### src/rtl/instr_fetch.sv
// -----------------------------------------------------------------------------
// instr_fetch
//
// Instruction fetch front end for a single-ported synchronous instruction RAM
// with one-cycle read latency. It issues sequential word reads and follows
// branch/jump redirects. Each returned word is presented downstream together
// with its byte address. While downstream stalls, a one-entry skid buffer
// catches the word that is already in flight, so stall release costs no
// bubble and never drops or duplicates a word.
//
// Parameters
//   RESET_PC          byte address of the first fetch after reset
//
// Ports
//   clk               clock, all state on the rising edge
//   resetn            asynchronous active-low reset
//   stall             downstream cannot accept the presented word this cycle
//   redirect_valid    redirect request this cycle
//   redirect_pc       redirect target byte address ([1:0] ignored)
//   instr_sram_en     RAM read enable
//   instr_sram_we     RAM write enable (always 0)
//   instr_sram_addr   RAM word address
//   instr_sram_wdata  RAM write data (always 0)
//   instr             RAM read data, valid the cycle after an enabled read
//   if_valid          presented word is valid
//   if_pc             byte address of the presented word
//   if_instr          presented instruction word
// -----------------------------------------------------------------------------
module instr_fetch #(
  parameter logic [31:0] RESET_PC = 32'h0000_0000
) (
  input  logic        clk,
  input  logic        resetn,
  input  logic        stall,
  input  logic        redirect_valid,
  input  logic [31:0] redirect_pc,
  output logic        instr_sram_en,
  output logic        instr_sram_we,
  output logic [31:0] instr_sram_addr,
  output logic [31:0] instr_sram_wdata,
  input  logic [31:0] instr,
  output logic        if_valid,
  output logic [31:0] if_pc,
  output logic [31:0] if_instr
);

  typedef enum logic {
    HOLD  = 1'b0,
    FETCH = 1'b1
  } state_t;

  state_t      state_reg, state_next;
  logic [31:0] fetch_pc_reg, fetch_pc_next;
  // A read issued last cycle whose data is on instr now.
  logic        inflight_reg, inflight_next;
  logic [31:0] inflight_pc_reg, inflight_pc_next;
  // Word captured while downstream was stalled.
  logic        skid_valid_reg, skid_valid_next;
  logic [31:0] skid_pc_reg, skid_pc_next;
  logic [31:0] skid_instr_reg, skid_instr_next;

  logic [31:0] issue_pc;

  assign instr_sram_we    = 1'b0;
  assign instr_sram_wdata = 32'h0000_0000;

  always_ff @(posedge clk or negedge resetn) begin
    if (!resetn) begin
      state_reg       <= HOLD;
      fetch_pc_reg    <= RESET_PC;
      inflight_reg    <= 1'b0;
      inflight_pc_reg <= 32'h0000_0000;
      skid_valid_reg  <= 1'b0;
      skid_pc_reg     <= 32'h0000_0000;
      skid_instr_reg  <= 32'h0000_0000;
    end else begin
      state_reg       <= state_next;
      fetch_pc_reg    <= fetch_pc_next;
      inflight_reg    <= inflight_next;
      inflight_pc_reg <= inflight_pc_next;
      skid_valid_reg  <= skid_valid_next;
      skid_pc_reg     <= skid_pc_next;
      skid_instr_reg  <= skid_instr_next;
    end
  end

  always_comb begin
    state_next       = state_reg;
    fetch_pc_next    = fetch_pc_reg;
    // An in-flight response lives for exactly one cycle: it is presented,
    // captured into the skid buffer, or squashed.
    inflight_next    = 1'b0;
    inflight_pc_next = inflight_pc_reg;
    skid_valid_next  = skid_valid_reg;
    skid_pc_next     = skid_pc_reg;
    skid_instr_next  = skid_instr_reg;
    issue_pc         = fetch_pc_reg;
    instr_sram_en    = 1'b0;
    instr_sram_addr  = 32'h0000_0000;
    if_valid         = 1'b0;
    if_pc            = 32'h0000_0000;
    if_instr         = 32'h0000_0000;

    case (state_reg)
      HOLD: begin
        // Redirects are ignored here so the first fetch is always RESET_PC.
        state_next = FETCH;
      end

      FETCH: begin
        if (redirect_valid) begin
          // Squash everything older than the redirect and fetch the target
          // even under stall; if stall persists the target lands in the skid.
          issue_pc        = {redirect_pc[31:2], 2'b00};
          instr_sram_en   = 1'b1;
          skid_valid_next = 1'b0;
        end else begin
          if (skid_valid_reg) begin
            if_valid = 1'b1;
            if_pc    = skid_pc_reg;
            if_instr = skid_instr_reg;
          end else if (inflight_reg) begin
            if_valid = 1'b1;
            if_pc    = inflight_pc_reg;
            if_instr = instr;
          end

          if (stall) begin
            // Hold the presented word; park a fresh response so the RAM
            // output is free for the next read after release.
            if (inflight_reg && !skid_valid_reg) begin
              skid_valid_next = 1'b1;
              skid_pc_next    = inflight_pc_reg;
              skid_instr_next = instr;
            end
          end else begin
            // Presented word (if any) is accepted this cycle.
            instr_sram_en   = 1'b1;
            skid_valid_next = 1'b0;
          end
        end

        if (instr_sram_en) begin
          instr_sram_addr  = {2'b00, issue_pc[31:2]};
          inflight_next    = 1'b1;
          inflight_pc_next = issue_pc;
          fetch_pc_next    = issue_pc + 32'd4;
        end
      end

      default: begin
        state_next = HOLD;
      end
    endcase
  end

endmodule
### config.mk
export PLATFORM = sky130hd
export DESIGN_NAME = instr_fetch
export DESIGN_NICKNAME = d
export VERILOG_FILES = /design/src/rtl/instr_fetch.sv
export SDC_FILE = /design/constraint.sdc
export NUM_CORES = 1
export LEC_CHECK = 0
export ABC_AREA = 1
export CORE_AREA = 3 3 156 158
export CTS_CLUSTER_SIZE = 20
export DETAILED_ROUTE_END_ITERATION = 8
export DIE_AREA = 0 0 159 161
export GPL_ROUTABILITY_DRIVEN = 0
export PLACE_DENSITY = 0.58
export SLEW_MARGIN = 20
export SYNTH_ARGS = -nofsm -noshare
export SYNTH_HDL_FRONTEND = slang
export SYNTH_SLANG_ARGS = --single-unit
### constraint.sdc
create_clock -name clk -period 1.6 [get_ports clk]
set_clock_uncertainty 0.2 [all_clocks]
set_input_delay 0.32 -clock clk [delete_from_list [all_inputs] [get_ports clk]]
set_output_delay 0.32 -clock clk [all_outputs]
set_load 0.1 [all_outputs]
**Word level (Yosys, flattened, before mapping)**

Cells that the tools add are included.

- Register bits after elaboration: 131
- Input port bits: 68
- Output and inout bits: 131
- Logic and storage cells: 40

- $add $sub $neg: 1
- Equality and inequality tests: 1
- Muxes and demuxes: 25
- Bitwise gates (word level): 1
- Reduce and logical (&&, ||, !) cells: 5

Operators by type and width:

| kind | count |
|---|---|
| $mux W32 | 10 |
| $mux W30 | 2 |
| $add A32 B3 Y32 const B | 1 |
| $mux W1 | 13 |
| $reduce_and A2 Y1 | 2 |
| $reduce_and A4 Y1 | 1 |
| $ne A3 B1 Y1 const B | 1 |
| $logic_and A1 B1 Y1 | 1 |
| $logic_not A1 Y1 | 1 |
| $not A1 Y1 | 1 |

**Depth between registers and ports, before layout**

- Word-level depth: 5
- Gate-level depth with buffers: 14

**Worst setup path after synthesis**

Ideal clock, no wire load.

- Kind: in2reg
- Start: input port redirect_valid
- End: register inflight_pc_reg[25]
- Library setup time: 0.079 ns
- Arrival: 2.693 ns
- Required time: 1.321 ns
- Setup slack: -1.372 ns
- Stages on the path: 8
- Path buffers: 3
- Cells stage by stage: buf_6 > inv_6 > nand2_1 > nand2_1 > buf_2 > buf_2 > a21oi_1 > o21bai_1

- Cells in the longest elaborated chain, start to end: 3
- Elaborated cells between the ends (all ways): 5

RTL lines:

| what | line | text |
|---|---|---|
| from (decl) | 35 | `input logic redirect_valid,` |
| $mux W1 | 111 | `if (redirect_valid) begin` |
| $mux W1 | 104 | `case (state_reg)` |
| $reduce_and A2 Y1 (no line) | n/a |  |
| to (signal assigned) | 80 | `inflight_pc_reg <= inflight_pc_next;` |
| to (decl) | 56 | `logic [31:0] inflight_pc_reg, inflight_pc_next;` |

Several ways; a longest one is shown, not always the timed one. The select of a mux whose other input is x is not followed.
A chain may end at the register's enable or synchronous reset.

**Final worst setup path**

- Start: register state_reg
- End: output port if_pc[27]

- Cells in the longest elaborated chain, start to end: 1

RTL lines:

| what | line | text |
|---|---|---|
| from (decl) | 52 | `state_t state_reg, state_next;` |
| from (signal assigned) | 77 | `state_reg <= state_next;` |
| $mux W32 | 104 |  |
| to (decl) | 43 | `output logic [31:0] if_pc,` |

No other way between the ends.

==> results.sh <==
export IMPL_syn2layout_area_growth_pct=112
export IMPL_seqPwrFrac=0.321
export IMPL_antenna_left=0
export IMPL_rows=56
export IMPL_avgSynthCellArea_sq_um=7.41
export IMPL_outcome="finished, violations left"
export IMPL_wl_um=29600
export IMPL_hold_path_class="input pin to async pin"
export IMPL_combinationalPowerShare=0.372
export IMPL_root_buffer="clkbuf_16"
export IMPL_fin_cells=1658
export IMPL_synth_area_mux_share=0
export IMPL_synth_xor_area_share=0.00123
export IMPL_final_nets=1395
export IMPL_cp_max_fo=15
export IMPL_grt_pass1_wl_um=42600
export IMPL_yosysWarnings=0
export IMPL_detail_route_first_pass_iterations=6
export IMPL_synth_compound_area_frac=0.114
export IMPL_wl_per_cell_um=17.9
export IMPL_fmax_mhz=433
export IMPL_r2r_slack_ns=-0.39
export IMPL_place_ws_ns=-0.950
export IMPL_io_pins=199
export IMPL_worstPathCellList="inv_2 -> nor2_4 -> clkinv_8 -> buf_16 -> nor2_4 -> buf_12"
export IMPL_hpwl_um=17100
export IMPL_p_leak_nw=6.60
export IMPL_syn_inst=959
export IMPL_portBuffers=159
export IMPL_antenna_found_initial=0
export IMPL_synth_fa_ha_area_frac=0.00176
export IMPL_whs_ns=0.252
export IMPL_grt_overflow=0
export IMPL_p_clk_frac=0.306
export IMPL_dieArea_sq_um=25600
export IMPL_synth_seq_area_share=0.440
export IMPL_cap_viol_max_count=0
export IMPL_crit_path_max_incr_delay_ns=0.40
export IMPL_post_route_cell_area_sq_um=15100
export IMPL_setup_ws_ns=-0.709
export IMPL_wl_met1_um=12100
export IMPL_cts_max_level=4
export IMPL_crit_path_start_kind="register"
export IMPL_netlist_area_sq_um=7110
export IMPL_critPathSlowestCell="dfrtp_1"
export IMPL_grt_max_degree=60
export IMPL_p_int_w=0.00831
export IMPL_crit_top_cell="nor2_4"
export IMPL_clk_pin_slew_ns=0.07
export IMPL_tritoncts="built"
export IMPL_min_period_ns=2.31
export IMPL_via_count=8118
export IMPL_rsz0062_at_grt="yes"
export IMPL_setup_viol=192
export IMPL_placed_area_sq_um=12000
export IMPL_p_sw_frac=0.386
export IMPL_power_switching_w=0.00523
export IMPL_multiInputGateArea_sq_um=5260
export IMPL_grt_pass1_vias=8007
export IMPL_ir_drop_mv=0.630
export IMPL_arrival_ns=1.79
export IMPL_powerDensity_nw_per_um2=897
export IMPL_antenna_cells=0
export IMPL_drc=0
export IMPL_crit_type="register to output port"
export IMPL_cts_buffers=17
export IMPL_clk_path_buf_depth=2
export IMPL_required_ns=1.08
export IMPL_coreArea_sq_um=23300
export IMPL_vias_per_cell=4.90
export IMPL_wl_met3_um=1540
export IMPL_synth_top_family_by_area="simple AND/OR/NAND/NOR gates"
export IMPL_slew_viol_final=0
export IMPL_drive_gt1_frac=0.581
export IMPL_die_w_um=159
export IMPL_fin_crit_sh=1.44
export IMPL_die_h_um=161
export IMPL_fill_cells=1737
export IMPL_grt_use_total=0.207
export IMPL_finalHoldViolCount=0
export IMPL_drt_initial_drc_count=533
export IMPL_numClockSinks=125
export IMPL_insertion_delay_ns=0.44
export IMPL_synthSimpleGateAreaFrac=0.333
export IMPL_largest_register_ff_count=32
export IMPL_dr_max_layer_used="met4"
export IMPL_ys_types=32
export IMPL_violations="setup timing"
export IMPL_dp_cells=1529
export IMPL_regArea_sq_um=3130
export IMPL_synth_seq_cells=125
export IMPL_cp_end_kind="output port"
export IMPL_dr_wl_met2_um=15000
export IMPL_initial_core_util=0.305
[synth_stat cells (all sizes together)]
cell / n / area share
a22oi: 62 / 0.066
clkinv: 2 / 0.0011
o21ai: 39 / 0.027
nand2: 370 / 0.21
xor2: 1 / 0.0012
inv: 50 / 0.027
dfrtp: 125 / 0.44
nand3: 41 / 0.029
nor3: 1 / 0.00070
nor3b: 1 / 0.0018
a21oi: 14 / 0.0099
ha: 1 / 0.0018
o211ai: 4 / 0.0042
nor2: 139 / 0.087
conb: 2 / 0.0011
nand4: 9 / 0.0079
clkbuf: 24 / 0.013
o21a: 2 / 0.0021
o21bai: 5 / 0.0053
buf: 66 / 0.067
or2: 1 / 0.00088
[metrics by stage]
| stage | util | TNS, ns | power (W) |
|---|---|---|---|
| after detailed placement | 0.516 | -158.36 | 0.00844 |
| after CTS | 0.593 | -82.79 | 0.0130 |
| after global placement | 0.516 | -156.17 | 0.00836 |
| after global routing | 0.648 | -100.75 | 0.0141 |
| after floorplan | - | -70.83 | 0.00702 |
| final | 0.648 | -89.33 | 0.0135 |
[path summary, 6_finish.rpt]
kind,from,endpoint,cells after the start
worst max register to register,skid_valid_reg$_DFFE_PN0P_,skid_pc_reg[24]$_DFFE_PN0P_,9
max in group asynchronous,resetn,skid_instr_reg[1]$_DFFE_PN0P_,3
worst max-delay path,state_reg$_DFF_PN0_,if_pc[27],6
min in group clk,instr[18],skid_instr_reg[18]$_DFFE_PN0P_,3
worst min register to register,skid_instr_reg[3]$_DFFE_PN0P_,skid_instr_reg[3]$_DFFE_PN0P_,2
worst min-delay path,resetn,fetch_pc_reg[10]$_DFFE_PN0P_,3
[cells by family after synthesis]
| family | Yosys count |
|---|---|
| other | 2 |
| AND/OR/NAND/NOR | 562 |
| AO/OA/AOI/OAI | 126 |
| adder cells (fa/ha/maj) | 1 |
| XOR/XNOR | 1 |
| flip-flops | 125 |
| buffers and inverters | 142 |
[final cells by class]
cell class                 count  area share
multi-input combinational    728       0.348
clock inverter                15      0.0125
clock buffer                  17      0.0282
timing repair buffer         400       0.359
tap                          319      0.0265
sequential                   125       0.208
inverter                      52      0.0166
timing repair inverter         2     0.00133
[per-layer routing]
| layer | track usage | vias to the layer above |
|---|---|---|
| li1 | - | 3749 |
| met5 | 0 | - |
| met1 | 0.267 | 3932 |
| met4 | 0.0832 | 0 |
| met3 | 0.0436 | 81 |
| met2 | 0.339 | 356 |
[worst max-delay path: cells and delay by family, from the launching register on]
family / cells / cell delay, ns
AND/OR/NAND/NOR: 2 / 0.32
buffers and inverters: 4 / 0.60
flip-flops: 1 / 0.40
[cell usage in the layout, fill, tap and decap left out, types with 3 or more instances in the layout]
cell type | netlist | layout
buf_16 | 0 | 10
a22oi_2 | 0 | 62
nand2_4 | 2 | 41
inv_2 | 2 | 13
inv_6 | 1 | 4
a21oi_1 | 14 | 5
nand3_1 | 41 | 15
bufinv_16 | 0 | 3
dlygate4sd2_1 | 0 | 4
clkdlybuf4s50_1 | 0 | 59
inv_1 | 47 | 33
clkinv_4 | 0 | 3
nand2_2 | 23 | 113
a21oi_2 | 0 | 4
buf_8 | 0 | 11
nor2_4 | 9 | 109
o21bai_1 | 5 | 5
nand4_1 | 9 | 9
o21ai_2 | 0 | 11
dfrtp_1 | 125 | 124
a21oi_4 | 0 | 5
nor2_1 | 118 | 20
buf_6 | 4 | 51
conb_1 | 2 | 38
o211ai_1 | 4 | 4
clkinvlp_4 | 0 | 5
clkbuf_16 | 0 | 30
o21ai_1 | 5 | 14
nand3_2 | 0 | 24
nor2_2 | 12 | 10
inv_8 | 0 | 3
buf_4 | 38 | 127
nand2_1 | 345 | 213
o21ai_0 | 34 | 13
nand2_8 | 0 | 3
buf_12 | 2 | 124
[power groups by stage]
stage / registers, W / clock network (W) / logic (W)
global route: 0.00441 / 0.00435 / 0.00532
finish: 0.00435 / 0.00415 / 0.00504
detailed placement: 0.00429 / 0 / 0.00414
CTS: 0.00425 / 0.00417 / 0.00456
global placement: 0.00427 / 0 / 0.00409
floorplan: 0.00419 / 0 / 0.00283
[repair_timing]
item | in CTS | in global routing
endpoints found under the setup margin | 215 | 204
hold buffers | 1 | 0
pin swaps | 52 | 124
gates resized for setup | 146 | 247
setup buffers | 49 | 35
hold endpoints to repair | 125 | 0
cloned | 12 | 16
Note: power is estimated with default switching activity, not from simulation.
